$ cat src/rtl/cla_v2_8bit_pkg.sv
// Shared sizing constants for the two-level 8-bit carry-lookahead adder.
package cla_v2_8bit_pkg;
    localparam int CLA_WIDTH   = 8;
    localparam int CLA_GROUP   = 4;
    localparam int CLA_NGROUPS = 2;
endpackage

$ cat src/rtl/cla_v2_8bit_if.sv
// Operand/result bundle for the registered 8-bit adder.
interface cla_v2_8bit_if;
    import cla_v2_8bit_pkg::*;

    logic [CLA_WIDTH-1:0] a;
    logic [CLA_WIDTH-1:0] b;
    logic                 cin;
    logic [CLA_WIDTH-1:0] sum;
    logic                 cout;

    modport master (output a, output b, output cin, input sum, input cout);
    modport slave  (input a, input b, input cin, output sum, output cout);
endinterface

$ cat src/rtl/cla_v2_8bit_group.sv
// 4-bit lookahead group: flat sum-of-products carries, group propagate/generate, no carry-out.
module cla_4bit_group
    import cla_v2_8bit_pkg::*;
(
    input  logic [CLA_GROUP-1:0] a,
    input  logic [CLA_GROUP-1:0] b,
    input  logic                 ci,
    output logic [CLA_GROUP-1:0] s,
    output logic                 P,
    output logic                 G
);
    logic [CLA_GROUP-1:0] p;
    logic [CLA_GROUP-1:0] g;
    logic [CLA_GROUP-1:0] c;

    assign p = a ^ b;
    assign g = a & b;

    // Every carry is a two-level expression of ci, p and g; no carry feeds another.
    assign c[0] = ci;
    assign c[1] = g[0] | (p[0] & ci);
    assign c[2] = g[1] | (p[1] & g[0]) | (p[1] & p[0] & ci);
    assign c[3] = g[2] | (p[2] & g[1]) | (p[2] & p[1] & g[0]) | (p[2] & p[1] & p[0] & ci);

    assign s = p ^ c;

    assign P = &p;
    assign G = g[3] | (p[3] & g[2]) | (p[3] & p[2] & g[1]) | (p[3] & p[2] & p[1] & g[0]);
endmodule

$ cat src/rtl/cla_v2_8bit.sv
// Registered 8-bit adder: two 4-bit lookahead groups, second-level carries, one output register.
module cla_v2_8bit
    import cla_v2_8bit_pkg::*;
(
    input  logic          clk,
    input  logic          rst,
    cla_v2_8bit_if.slave  bus
);
    logic [CLA_NGROUPS-1:0] grp_p;
    logic [CLA_NGROUPS-1:0] grp_g;
    logic                   c4;
    logic                   c8;
    logic [CLA_WIDTH-1:0]   sum_p0;
    logic [CLA_WIDTH-1:0]   sum_p1;
    logic                   cout_p1;

    // Second level: both group carries come straight from cin and the group P/G terms.
    assign c4 = grp_g[0] | (grp_p[0] & bus.cin);
    assign c8 = grp_g[1] | (grp_p[1] & grp_g[0]) | (grp_p[1] & grp_p[0] & bus.cin);

    cla_4bit_group u_grp_lo (
        .a  (bus.a[CLA_GROUP-1:0]),
        .b  (bus.b[CLA_GROUP-1:0]),
        .ci (bus.cin),
        .s  (sum_p0[CLA_GROUP-1:0]),
        .P  (grp_p[0]),
        .G  (grp_g[0])
    );

    cla_4bit_group u_grp_hi (
        .a  (bus.a[CLA_WIDTH-1:CLA_GROUP]),
        .b  (bus.b[CLA_WIDTH-1:CLA_GROUP]),
        .ci (c4),
        .s  (sum_p0[CLA_WIDTH-1:CLA_GROUP]),
        .P  (grp_p[1]),
        .G  (grp_g[1])
    );

    // p0 -> p1: output register; reset clears the result as well as dominating the inputs.
    always_ff @(posedge clk) begin
        if (rst) begin
            sum_p1  <= '0;
            cout_p1 <= 1'b0;
        end else begin
            sum_p1  <= sum_p0;
            cout_p1 <= c8;
        end
    end

    assign bus.sum  = sum_p1;
    assign bus.cout = cout_p1;
endmodule

$ cat src/flat_wrapper.sv
// flat-port wrapper written by rule: the top's interface ports become plain ports
module cla_v2_8bit_flat import cla_v2_8bit_pkg::*;
  (clk, rst, bus_a, bus_b, bus_cin, bus_sum, bus_cout);
  cla_v2_8bit_if bus_i ();
  input  logic clk;
  input  logic rst;
  input wire logic [$bits(bus_i.a)-1:0] bus_a;
  input wire logic [$bits(bus_i.b)-1:0] bus_b;
  input wire logic [$bits(bus_i.cin)-1:0] bus_cin;
  output wire logic [$bits(bus_i.sum)-1:0] bus_sum;
  output wire logic [$bits(bus_i.cout)-1:0] bus_cout;
  assign bus_i.a = bus_a;
  assign bus_i.b = bus_b;
  assign bus_i.cin = bus_cin;
  assign bus_sum = bus_i.sum;
  assign bus_cout = bus_i.cout;
  cla_v2_8bit u_core (.clk(clk), .rst(rst), .bus(bus_i));
endmodule
$ cat config.mk
export PLATFORM = sky130hd
export DESIGN_NAME = cla_v2_8bit_flat
export DESIGN_NICKNAME = d
export VERILOG_FILES = /design/src/rtl/cla_v2_8bit_pkg.sv /design/src/rtl/cla_v2_8bit_if.sv /design/src/rtl/cla_v2_8bit_group.sv /design/src/rtl/cla_v2_8bit.sv /design/src/flat_wrapper.sv
export SDC_FILE = /design/constraint.sdc
export NUM_CORES = 1
export LEC_CHECK = 0
export CAP_MARGIN = 20
export CORE_MARGIN = 3
export CORE_UTILIZATION = 43
export CTS_CLUSTER_SIZE = 14
export DETAILED_ROUTE_END_ITERATION = 10
export GPL_ROUTABILITY_DRIVEN = 0
export PLACE_DENSITY = 0.82
export SYNTH_ARGS = -nofsm -noshare
export SYNTH_HDL_FRONTEND = slang
export SYNTH_HIERARCHICAL = 1
export SYNTH_SLANG_ARGS = --single-unit
$ cat constraint.sdc
create_clock -name clk -period 3.1 [get_ports clk]
set_clock_uncertainty 0.1 [all_clocks]
set_input_delay 0.31 -clock clk [delete_from_list [all_inputs] [get_ports clk]]
set_output_delay 0.31 -clock clk [all_outputs]
set_load 0.05 [all_outputs]
Word-level counts from Yosys, hierarchy flattened
Cells that the tools add are included.
{ "word_totals": {"out_inout_bits": 9, "inputBits": 19, "reg_bits": 9, "wordCells": 63} }
{ "op_classes": {"bitwise": 59, "reduce_logical": 2} }
{ "ops": {"columns": ["cell", "count"], "rows": [
  ["AND 1 bit", 32],
  ["OR 1 bit", 21],
  ["bitwise XOR 4 bit", 4],
  ["AND 4 bit", 2],
  ["AND reduction 4 bit", 2]
]} }

Logic depth before layout (Yosys ltp)
Gate-level depths: netlist of the first run.
{ "logic_depth": {"depth_word": 9, "mapped_depth": 9, "mapped_depth_nobuf": 9} }

Hierarchy
Netlist of the first run, hierarchy kept.
{ "by_module_without_submodules": {"columns": ["module", "seq_area_each_um2", "instances", "cells_each", "area_per_inst_um2"], "rows": [
  ["cla_4bit_group", 0.0, 2, 22, 182.7],
  ["cla_v2_8bit", 180.2, 1, 21, 264.0]
]} }

Worst setup path before layout of the first run
No wires, ideal clock.
{ "synth_path": {"path_type": "input port to flip-flop", "from": "input port bus_a[2]", "to": "register u_core.sum_p1[4], in the netlist u_core/bus.sum[4]", "required_time_ps": 2935, "arrival_ps": 1843, "setup_slack_ps": 1092, "path_buffers": 0, "setup_time_ps": 65, "path_stages": 9, "cell_sequence": "ha_1 > a21oi_1 > nand2_1 > a21o_1 > a21o_1 > inv_1 > fa_1 > inv_1 > nor2b_1"} }
{ "synth_via": {"elab_chain_cells": 7, "word_cells_on_any_way": 14, "classes_between": "bitwise (13); reduce/logical (1)"} }
{ "synth_lines": {"columns": ["item", "line", "source"], "rows": [
  ["start: declaration", "flat_wrapper.sv:7", "input wire logic [$bits(bus_i.a)-1:0] bus_a;"],
  ["AND 4 bit / bitwise XOR 4 bit (equally long branches)", "cla_v2_8bit_group.sv:17, cla_v2_8bit_group.sv:16", null],
  ["AND 1 bit", "cla_v2_8bit_group.sv:28", "assign G = g[3] | (p[3] & g[2]) | (p[3] & p[2] & g[1]) | (p[3] & p[2] & p[1] & g[0]);"],
  ["OR 1 bit / AND 1 bit (equally long branches) (2 in series)", "cla_v2_8bit_group.sv:28", null],
  ["OR 1 bit *", "cla_v2_8bit_group.sv:28", null],
  ["via u_core.grp_g[0]", "cla_v2_8bit.sv:10", "logic [CLA_NGROUPS-1:0] grp_g;"],
  ["OR 1 bit *", "cla_v2_8bit.sv:18", "assign c4 = grp_g[0] | (grp_p[0] & bus.cin);"],
  ["via u_core.c4", "cla_v2_8bit.sv:11", "logic c4;"],
  ["bitwise XOR 4 bit *", "cla_v2_8bit_group.sv:25", "assign s = p ^ c;"],
  ["via u_core.sum_p0[4]", "cla_v2_8bit.sv:13", "logic [CLA_WIDTH-1:0] sum_p0;"],
  ["end signal: assignment", "cla_v2_8bit.sv:45", "sum_p1 <= sum_p0;"],
  ["end: declaration", "cla_v2_8bit.sv:14", "logic [CLA_WIDTH-1:0] sum_p1;"]
]} }
Mark *: on every way through the listed nets, which the timed path passes. The rest lies on a longest branch.
A chain may end at the register's enable or synchronous reset.

Worst setup path in the final report of the first run
Same ends and word-level chain as after synthesis.

==> out/metrics.cfg, run 1 <==
[status]
status = completed

[cells_and_area]
drive_gt1_share_pct = 9.38
diodes = 0
fin_nets = 128
areaGrowthSynthToFinish_pct = 50.1
fillers = 110

[sta]
slew_headroom_pct = 66.1
rsz0062_at_grt = false
worst_slack_ps = 794
finalHoldViolations = 0
timing.fmax_mhz = 434
worst_pin_slew_ps = 507
fin_crit_sh_pct = 74.4
setup_tns_ps = 0
setup_viol = 0
hold_slack_ps = 712
maxSlewViolCount = 0
finalCriticalPeriod_ps = 2310

[grt]
grt_use_total_pct = 14.2
overflow = 0
grt_max_degree = 10
grt_pass1_vias = 505
grt_pass1_wl_um = 2010
antenna_found_initial = 0

[yosys]
synth-compound-area-share_pct = 12.3
syn-cell-area_um2 = 629
synth_fa_ha_area_share_pct = 26.2
syn_inst = 65
synthXorXnorAreaFrac_pct = 8.35
syn_nets = 96
synth_top_family_by_area = adder cells
synthMuxAreaShare_pct = 0
avgSynthCellArea_um2 = 9.68
ys_warn_count = 6
ys_seq_elements = 9
synth-seq-area-share_pct = 28.6
synth-simple-area-share_pct = 19.7
synth_cell_types = 17

[pwr]
leakagePower_nw = 0.441
p_clk_share_pct = 21.0
p_seq_share_pct = 32.5
p_per_area_nw_per_um2 = 438
net-switching-power_uw = 148
combPwrFrac_pct = 46.5
swShare_pct = 35.7
internal-power_uw = 266
ir_drop_mv = 0.165

[route]
firstDrtPassIters = 2
routed_via_density = 5.06
antenna_left = 0
drc_errors = 0
wl_um = 1220
wl_per_cell_um = 11.0
routed-via-count = 562
drtIter0Drc = 1

[clock_network]
clockRootBuffer = clkbuf_4
cts_sinks = 9
ctsHoldBuffers = 0
ctsResizeCount = 0
cts_buffer_depth = 2
htreeDepth = 1
post_cts.repair.setup_buffers = 0
clk_pin_slew_ps = 50
cts_tree = yes
numCtsBuffers = 3

[floorplanning]
die_area_um2 = 1960
start_util_pct = 47.2
ios = 28
die_w_um = 44.3
row_count = 13
core_um2 = 1330
die_y_um = 44.3

[placed_design]
io_buffers = 27
place_hpwl_um = 1090
place_ws_ps = 547

[worst_setup_path]
arrival_ps = 2400
worst-setup-path-type = in2reg
start_kind = primary input
path_max_fanout = 5
required_ps = 3200
cp-end-kind = register

[run]
drv_cap = 0

[min_path]
holdCritPathClass = in2reg
holdPathStages = 2
min_from = rst
worstHoldEndpoint = u_core/bus.sum[7]

-- worst max path at each step --
stage                     depth (start not counted)                end      from
after floorplan                                   9  u_core/bus.sum[4]  bus_a[2]
after global placement                           10  u_core/bus.sum[4]  bus_a[2]
after detailed placement                         10  u_core/bus.sum[4]  bus_a[2]
after CTS                                        10  u_core/bus.sum[4]  bus_a[2]
after global routing                             10  u_core/bus.sum[4]  bus_a[2]
final                                            10  u_core/bus.sum[4]  bus_a[2]
-- metal layers --
| layer | track usage [%] | up-vias | share of wire, % | routed length (um) |
|---|---|---|---|---|
| li1 | - | 280 | - | - |
| met1 | 15.1 | 257 | 42 | 509 |
| met2 | 24.7 | 22 | 48 | 584 |
| met3 | 3.66 | 3 | 8.2 | 100 |
| met4 | 9.04 | 0 | 2.4 | 29 |
| met5 | 0 | - | 0 | 0 |
-- synthesized netlist by cell type --
cell type,instances,area [um^2]
a211oi_2,1,12.5
a21o_1,5,37.5
a21oi_1,2,10.0
a21oi_2,2,17.5
and4_2,2,20.0
dfxtp_1,9,180
fa_1,2,40.0
ha_1,10,125
inv_1,8,30.0
nand2_1,2,7.51
nand3_1,4,20.0
nand4_1,2,12.5
nor2_1,1,3.75
nor2b_1,8,50.1
nor3_2,1,10.0
xnor2_1,4,35.0
xor2_1,2,17.5
-- cell usage in the layout (no fill, tap or decap) --
| master | count |
|---|---|
| clkbuf_4 | 3 |
| ha_1 | 10 |
| nor2b_1 | 8 |
| clkbuf_1 | 1 |
| fa_1 | 2 |
| nor2_1 | 1 |
| nor3_2 | 1 |
| a21o_1 | 5 |
| a211oi_2 | 1 |
| xnor2_1 | 4 |
| and4_2 | 2 |
| nand2_1 | 2 |
| xor2_1 | 2 |
| a21oi_1 | 2 |
| inv_1 | 8 |
| nand3_1 | 4 |
| clkdlybuf4s50_1 | 27 |
| dfxtp_1 | 9 |
| a21oi_2 | 2 |
| nand4_1 | 2 |
-- kinds of logic (layout without fill, tap and decap cells) --
group	after synthesis	after routing
buf+inv	8	39
xor+xnor	6	6
flops	9	9
compound gates	10	10
simple gates	20	20
fa+ha+maj	12	12
-- critical path, cell delays in order --
cell             delay [ps]
clkdlybuf4s50_1         410
ha_1                    360
a21oi_1                 230
nand2_1                  90
a21o_1                  200
a21o_1                  180
inv_1                    70
fa_1                    400
inv_1                    50
nor2b_1                 100
-- through the flow --
step	area, um^2	instances	util (%)	power, mW
5_1_grt	945	111	70.8	0.438
3_3_place_gp	918	107	68.9	0.325
4_1_cts	945	111	70.8	0.419
6_report	945	111	70.8	0.414
2_1_floorplan	629	65	-	0.261
3_5_place_dp	918	107	68.9	0.330
-- final cells by class --
type | instances | area [um^2] | share of cell area (%)
clock buffer | 4 | 26.3 | 2.78
inverter | 8 | 30.0 | 3.18
multi-input combinational | 48 | 419 | 44.4
sequential | 9 | 180 | 19.1
tap | 15 | 18.8 | 1.99
timing repair buffer | 27 | 270 | 28.6
-- power by group through the flow --
stage / combinational (mW) / clock, mW / sequential [mW]
after floorplan: 0.0698 / 0 / 0.191
after global placement: 0.188 / 0 / 0.137
after detailed placement: 0.193 / 0 / 0.138
after CTS: 0.193 / 0.0906 / 0.135
after global routing: 0.207 / 0.0947 / 0.136
final: 0.192 / 0.0871 / 0.135
-- state kept, by name, indices dropped and copies added, names as in the netlist --
signal and count:
u_core/bus.sum 8, u_core/bus.cout 1
Power figures use the tool's default switching activity.
==> run 2: changes to the inputs <==
--- a/config.mk
+++ b/config.mk
@@ -7,11 +7,11 @@
 export LEC_CHECK = 0
 export CAP_MARGIN = 20
 export CORE_MARGIN = 3
-export CORE_UTILIZATION = 43
+export CORE_UTILIZATION = 40
 export CTS_CLUSTER_SIZE = 14
 export DETAILED_ROUTE_END_ITERATION = 10
 export GPL_ROUTABILITY_DRIVEN = 0
-export PLACE_DENSITY = 0.82
+export PLACE_DENSITY = 0.77
 export SYNTH_ARGS = -nofsm -noshare
 export SYNTH_HDL_FRONTEND = slang
 export SYNTH_HIERARCHICAL = 1
==> constraint.sdc (replaced) <==
create_clock -name clk -period 2.2 [get_ports clk]
set_clock_uncertainty 0.1 [all_clocks]
set_input_delay 0.22 -clock clk [delete_from_list [all_inputs] [get_ports clk]]
set_output_delay 0.22 -clock clk [all_outputs]
set_load 0.05 [all_outputs]
==> out/metrics.cfg, run 2 (synthesized netlist as in run 1, its figures left out) <==
[route]
wl_per_cell_um = 11.1  ; +0.76%
routed-via-count = 574  ; +2.1%
wl_um = 1300  ; +6.2%
drtIter0Drc = 6  ; +5
routed_via_density = 4.91  ; -3.1%
drc_errors = 0  ; unchanged
firstDrtPassIters = 3  ; +1
antenna_left = 0  ; unchanged

[placed_design]
placed_area_um2 = 963  ; +4.9%
io_buffers = 27  ; unchanged
place_inst = 113  ; +5.6%
place_hpwl_um = 1120  ; +3.3%

[floorplanning]
start_util_pct = 45.5  ; -1.7 points
core_um2 = 1380  ; +3.7%
row_count = 13  ; unchanged
die_w_um = 45.7  ; +3.2%
die_area_um2 = 2090  ; +6.5%
die_y_um = 45.7  ; +3.2%
ios = 28  ; unchanged

[cells_and_area]
diodes = 0  ; unchanged
fin_nets = 134  ; +4.7%
final_common_cell = clkdlybuf4s50_1
fin_area_um2 = 1010  ; +6.5%
largest_reg_flops = 8  ; unchanged
fin_cells = 117  ; +5.4%
final_cell_mix = clkdlybuf4s50_1 (27), dfxtp_1 (9), ha_1 (9)
areaGrowthSynthToFinish_pct = 59.8
drive_gt1_share_pct = 16.7  ; +7.3 points

[clock_network]
cts_tree = yes
post_cts.repair.setup_buffers = 0  ; unchanged
clk_pin_slew_ps = 50  ; about the same
htreeDepth = 1  ; unchanged
cts_buffer_depth = 2  ; unchanged
numCtsBuffers = 3  ; unchanged
cts_sinks = 9  ; unchanged
clockRootBuffer = clkbuf_4
ctsHoldBuffers = 0  ; unchanged

[grt]
antenna_found_initial = 0  ; unchanged
grt_max_degree = 10  ; unchanged
grt_pass1_wl_um = 2140  ; +6.6%
grt_use_total_pct = 14.6  ; +0.37 points
overflow = 0  ; unchanged
grt_pass1_vias = 544  ; +7.7%

[sta]
worst_pin_slew_ps = 508  ; +1.89 ps
finalHoldViolations = 0  ; unchanged
fin_crit_sh_pct = 95.7
setup_tns_ps = 0  ; unchanged
setup_viol = 0  ; unchanged
rsz0062_at_grt = false
slew_headroom_pct = 66.0  ; -0.13 points
timing.fmax_mhz = 475
finalCriticalPeriod_ps = 2110
maxSlewViolCount = 0  ; unchanged

[min_path]
holdPathStages = 2  ; unchanged
min_from = rst
worstHoldEndpoint = u_core/bus.sum[0]
holdCritPathClass = in2reg

[pwr]
ir_drop_mv = 0.237  ; +44%
total_power_uw = 593  ; +43%
p_per_area_nw_per_um2 = 590  ; +35%
leakagePower_nw = 0.472  ; +6.9%

[worst_setup_path]
worst-setup-path-type = in2reg
arrival_ps = 2130  ; -270 ps
required_ps = 2230  ; -970 ps
cp-end-kind = register
start_kind = primary input
path_max_fanout = 5  ; unchanged

[run]
drv_cap = 0  ; unchanged

[status]
status = completed

run 2: changes by cell type in the layout (fill, tap and decap cells not counted), sizes merged:
| cell | delta |
|---|---|
| buf | +6 |
run 2: worst max-delay path by stage:
| stage | from | to | slack, ps | cells past startpoint |
|---|---|---|---|---|
| 6_report | bus_a[2] | u_core/bus.sum[5] | 90 | 10 |
| 5_1_grt | bus_a[2] | u_core/bus.sum[5] | 10 | 10 |
| 4_1_cts | bus_a[2] | u_core/bus.sum[6] | 30 | 10 |
| 3_5_place_dp | bus_a[2] | u_core/bus.sum[6] | -260 | 10 |
| 3_3_place_gp | bus_a[2] | u_core/bus.sum[4] | -190 | 10 |
| 2_1_floorplan | bus_a[2] | u_core/bus.sum[4] | 280 | 9 |
run 2: power by group:
part / internal, mW / total, mW / switching (mW)
Sequential: 0.185 / 0.189 / 0.00482
Combinational: 0.133 / 0.287 / 0.154
Clock: 0.0692 / 0.116 / 0.0472
Total: 0.387 / 0.593 / 0.206
run 2: layout make-up:
cell class	instances	area [um^2]
Timing Repair Buffer	33	315
Clock buffer	4	26.3
Inverter	8	30.0
Fill cell	115	377
Tap cell	15	18.8
Sequential cell	9	180
Multi-Input combinational cell	48	435
run 2: critical path, stage by stage:
cell             delay (ps)
clkdlybuf4s50_1         450
ha_4                    310
nand3_1                 110
nand2_1                  90
a21o_1                  130
a21o_1                  130
inv_1                    60
fa_1                    370
xnor2_1                 130
nor2b_1                 120
run 2: through the flow:
stage	util, %	worst slack (ps)	hold slack, ps
after CTS	71.9	29.9	615
after detailed placement	69.7	-264	875
after floorplan	-	282	190
after global routing	72.8	13.4	659
final	72.8	94.7	614
after global placement	69.7	-191	869
run 2: routing by layer:
metal  global-route usage [%]  wire length (um)  up-vias
li1                         -                 -      296
met1                     15.7               538      260
met2                     25.1               680       16
met3                     1.58                53        2
met4                     12.3                27        0
met5                        0                 0        -
run 2: what timing repair did:
item	in CTS	in global routing
endpoints found under the hold margin	0	0
gates resized for setup	1	2
endpoints found under the setup margin	1	3
pin swaps	0	1
==> run 3: changes to the inputs <==
--- a/config.mk
+++ b/config.mk
@@ -11,6 +11,7 @@
 export CTS_CLUSTER_SIZE = 14
 export DETAILED_ROUTE_END_ITERATION = 10
 export GPL_ROUTABILITY_DRIVEN = 0
+export MAX_ROUTING_LAYER = met4
 export PLACE_DENSITY = 0.77
 export SYNTH_ARGS = -nofsm -noshare
 export SYNTH_HDL_FRONTEND = slang
==> out/metrics.cfg, run 3 (synthesized netlist as in run 1, its figures left out) <==
[worst_setup_path]
crit_path_cell_trace = clkdlybuf4s50_1, ha_4, nand3_1, nand2_1, a21o_1, a21o_1, inv_1, fa_1, xnor2_1, nor2b_1
critPathSlowestCell = clkdlybuf4s50_1
worst-setup-path-type = in2reg
path_max_fanout = 5  ; unchanged
cp_num_buf_inv = 2  ; unchanged
path_common_cell = a21o_1
arrival_ps = 2130  ; about the same
cp_top_family = adder cells
required_ps = 2230  ; about the same
cp-end-kind = register
start_kind = primary input
critPathMaxStageDelay_ps = 450  ; about the same

[sta]
finalHoldViolations = 0  ; unchanged
worst_pin_slew_ps = 508  ; unchanged
setup_tns_ps = 0  ; unchanged
timing.fmax_mhz = 475  ; unchanged
slew_headroom_pct = 66.0  ; unchanged
finalCriticalPeriod_ps = 2110  ; unchanged
rsz0062_at_grt = false
worst_slack_ps = 94.7  ; unchanged
fin_crit_sh_pct = 95.7  ; unchanged
setup_viol = 0  ; unchanged
maxSlewViolCount = 0  ; unchanged

[placed_design]
place_ws_ps = -264  ; unchanged
io_buffers = 27  ; unchanged
place_hpwl_um = 1120  ; unchanged

[route]
met2_length_um = 680  ; unchanged
routed_via_density = 4.91  ; unchanged
wl_um = 1300  ; unchanged
routed-via-count = 574  ; unchanged
wl_per_cell_um = 11.1  ; unchanged
antenna_left = 0  ; unchanged
met3_length_um = 50  ; -5.7%
dr.max_layer_used = met4
met1Wirelength_um = 542  ; +0.74%
drtIter0Drc = 6  ; unchanged
firstDrtPassIters = 3  ; unchanged
drc_errors = 0  ; unchanged

[clock_network]
ctsHoldBuffers = 0  ; unchanged
clockRootBuffer = clkbuf_4
post_cts.repair.setup_buffers = 0  ; unchanged
htreeDepth = 1  ; unchanged
cts_tree = yes
cts_sinks = 9  ; unchanged
clk_pin_slew_ps = 50  ; about the same
cts_buffer_depth = 2  ; unchanged
numCtsBuffers = 3  ; unchanged

[grt]
overflow = 0  ; unchanged
grt_use_total_pct = 15.0  ; +0.42 points
grt_pass1_vias = 544  ; unchanged
antenna_found_initial = 0  ; unchanged
grt_max_degree = 10  ; unchanged
grt_pass1_wl_um = 2140  ; unchanged

[floorplanning]
core_um2 = 1380  ; unchanged
row_count = 13  ; unchanged
die_y_um = 45.7  ; unchanged
die_w_um = 45.7  ; unchanged
die_area_um2 = 2090  ; unchanged
start_util_pct = 45.5  ; unchanged
ios = 28  ; unchanged

[cells_and_area]
diodes = 0  ; unchanged
largest_reg_flops = 8  ; unchanged
areaGrowthSynthToFinish_pct = 59.8  ; unchanged
drive_gt1_share_pct = 16.7  ; unchanged
final_core_util_pct = 72.8  ; unchanged
final_cell_mix = clkdlybuf4s50_1 (27), dfxtp_1 (9), ha_1 (9)
final_common_cell = clkdlybuf4s50_1
fin_nets = 134  ; unchanged

[pwr]
leakagePower_nw = 0.472  ; unchanged
total_power_uw = 593  ; about the same
p_per_area_nw_per_um2 = 590  ; about the same
ir_drop_mv = 0.237  ; unchanged

[min_path]
holdCritPathClass = in2reg

[run]
drv_cap = 0  ; unchanged

[status]
status = completed

## run 3: cell counts in the layout (fill, tap and decap cells not counted)
No cell type changed its count.
## run 3: repair_timing
action	CTS	global route
setup endpoints to repair	1	3
gates resized for setup	1	2
pin swaps	0	1
cloned	0	0
## run 3: stage by stage
stage	cell area (um^2)	std cells	hold WS (ps)
after CTS	993	117	615
after global routing	1010	117	659
after detailed placement	963	113	875
final	1010	117	614
after global placement	963	113	869
after floorplan	629	65	190
## run 3: report_power, final
part,internal (mW),leakage [nW],switching (mW),total (mW)
Sequential,0.185,0.0749,0.00482,0.189
Combinational,0.133,0.382,0.154,0.287
Clock,0.0692,0.0150,0.0472,0.116
## run 3: layer usage
metal | GRT usage, % | vias to the layer above
met3 | 1.19 | 2
met4 | 12.3 | 0
met2 | 25.1 | 16
met5 | - | -
li1 | - | 296
met1 | 15.9 | 260
## run 3: final timing paths
check / slack, ps / to / from / cells past startpoint
worst max-delay path: 90 / u_core/bus.sum[5] / bus_a[2] / 10
worst min-delay path: 610 / u_core/bus.sum[0] / rst / 2
## run 3: area by class of cell
type,instances,area (um^2)
multi-input cells,48,435
inverters,8,30.0
flip-flops and latches,9,180
clock buffers,4,26.3
well taps,15,18.8
repair buffers,33,315
fillers,115,377
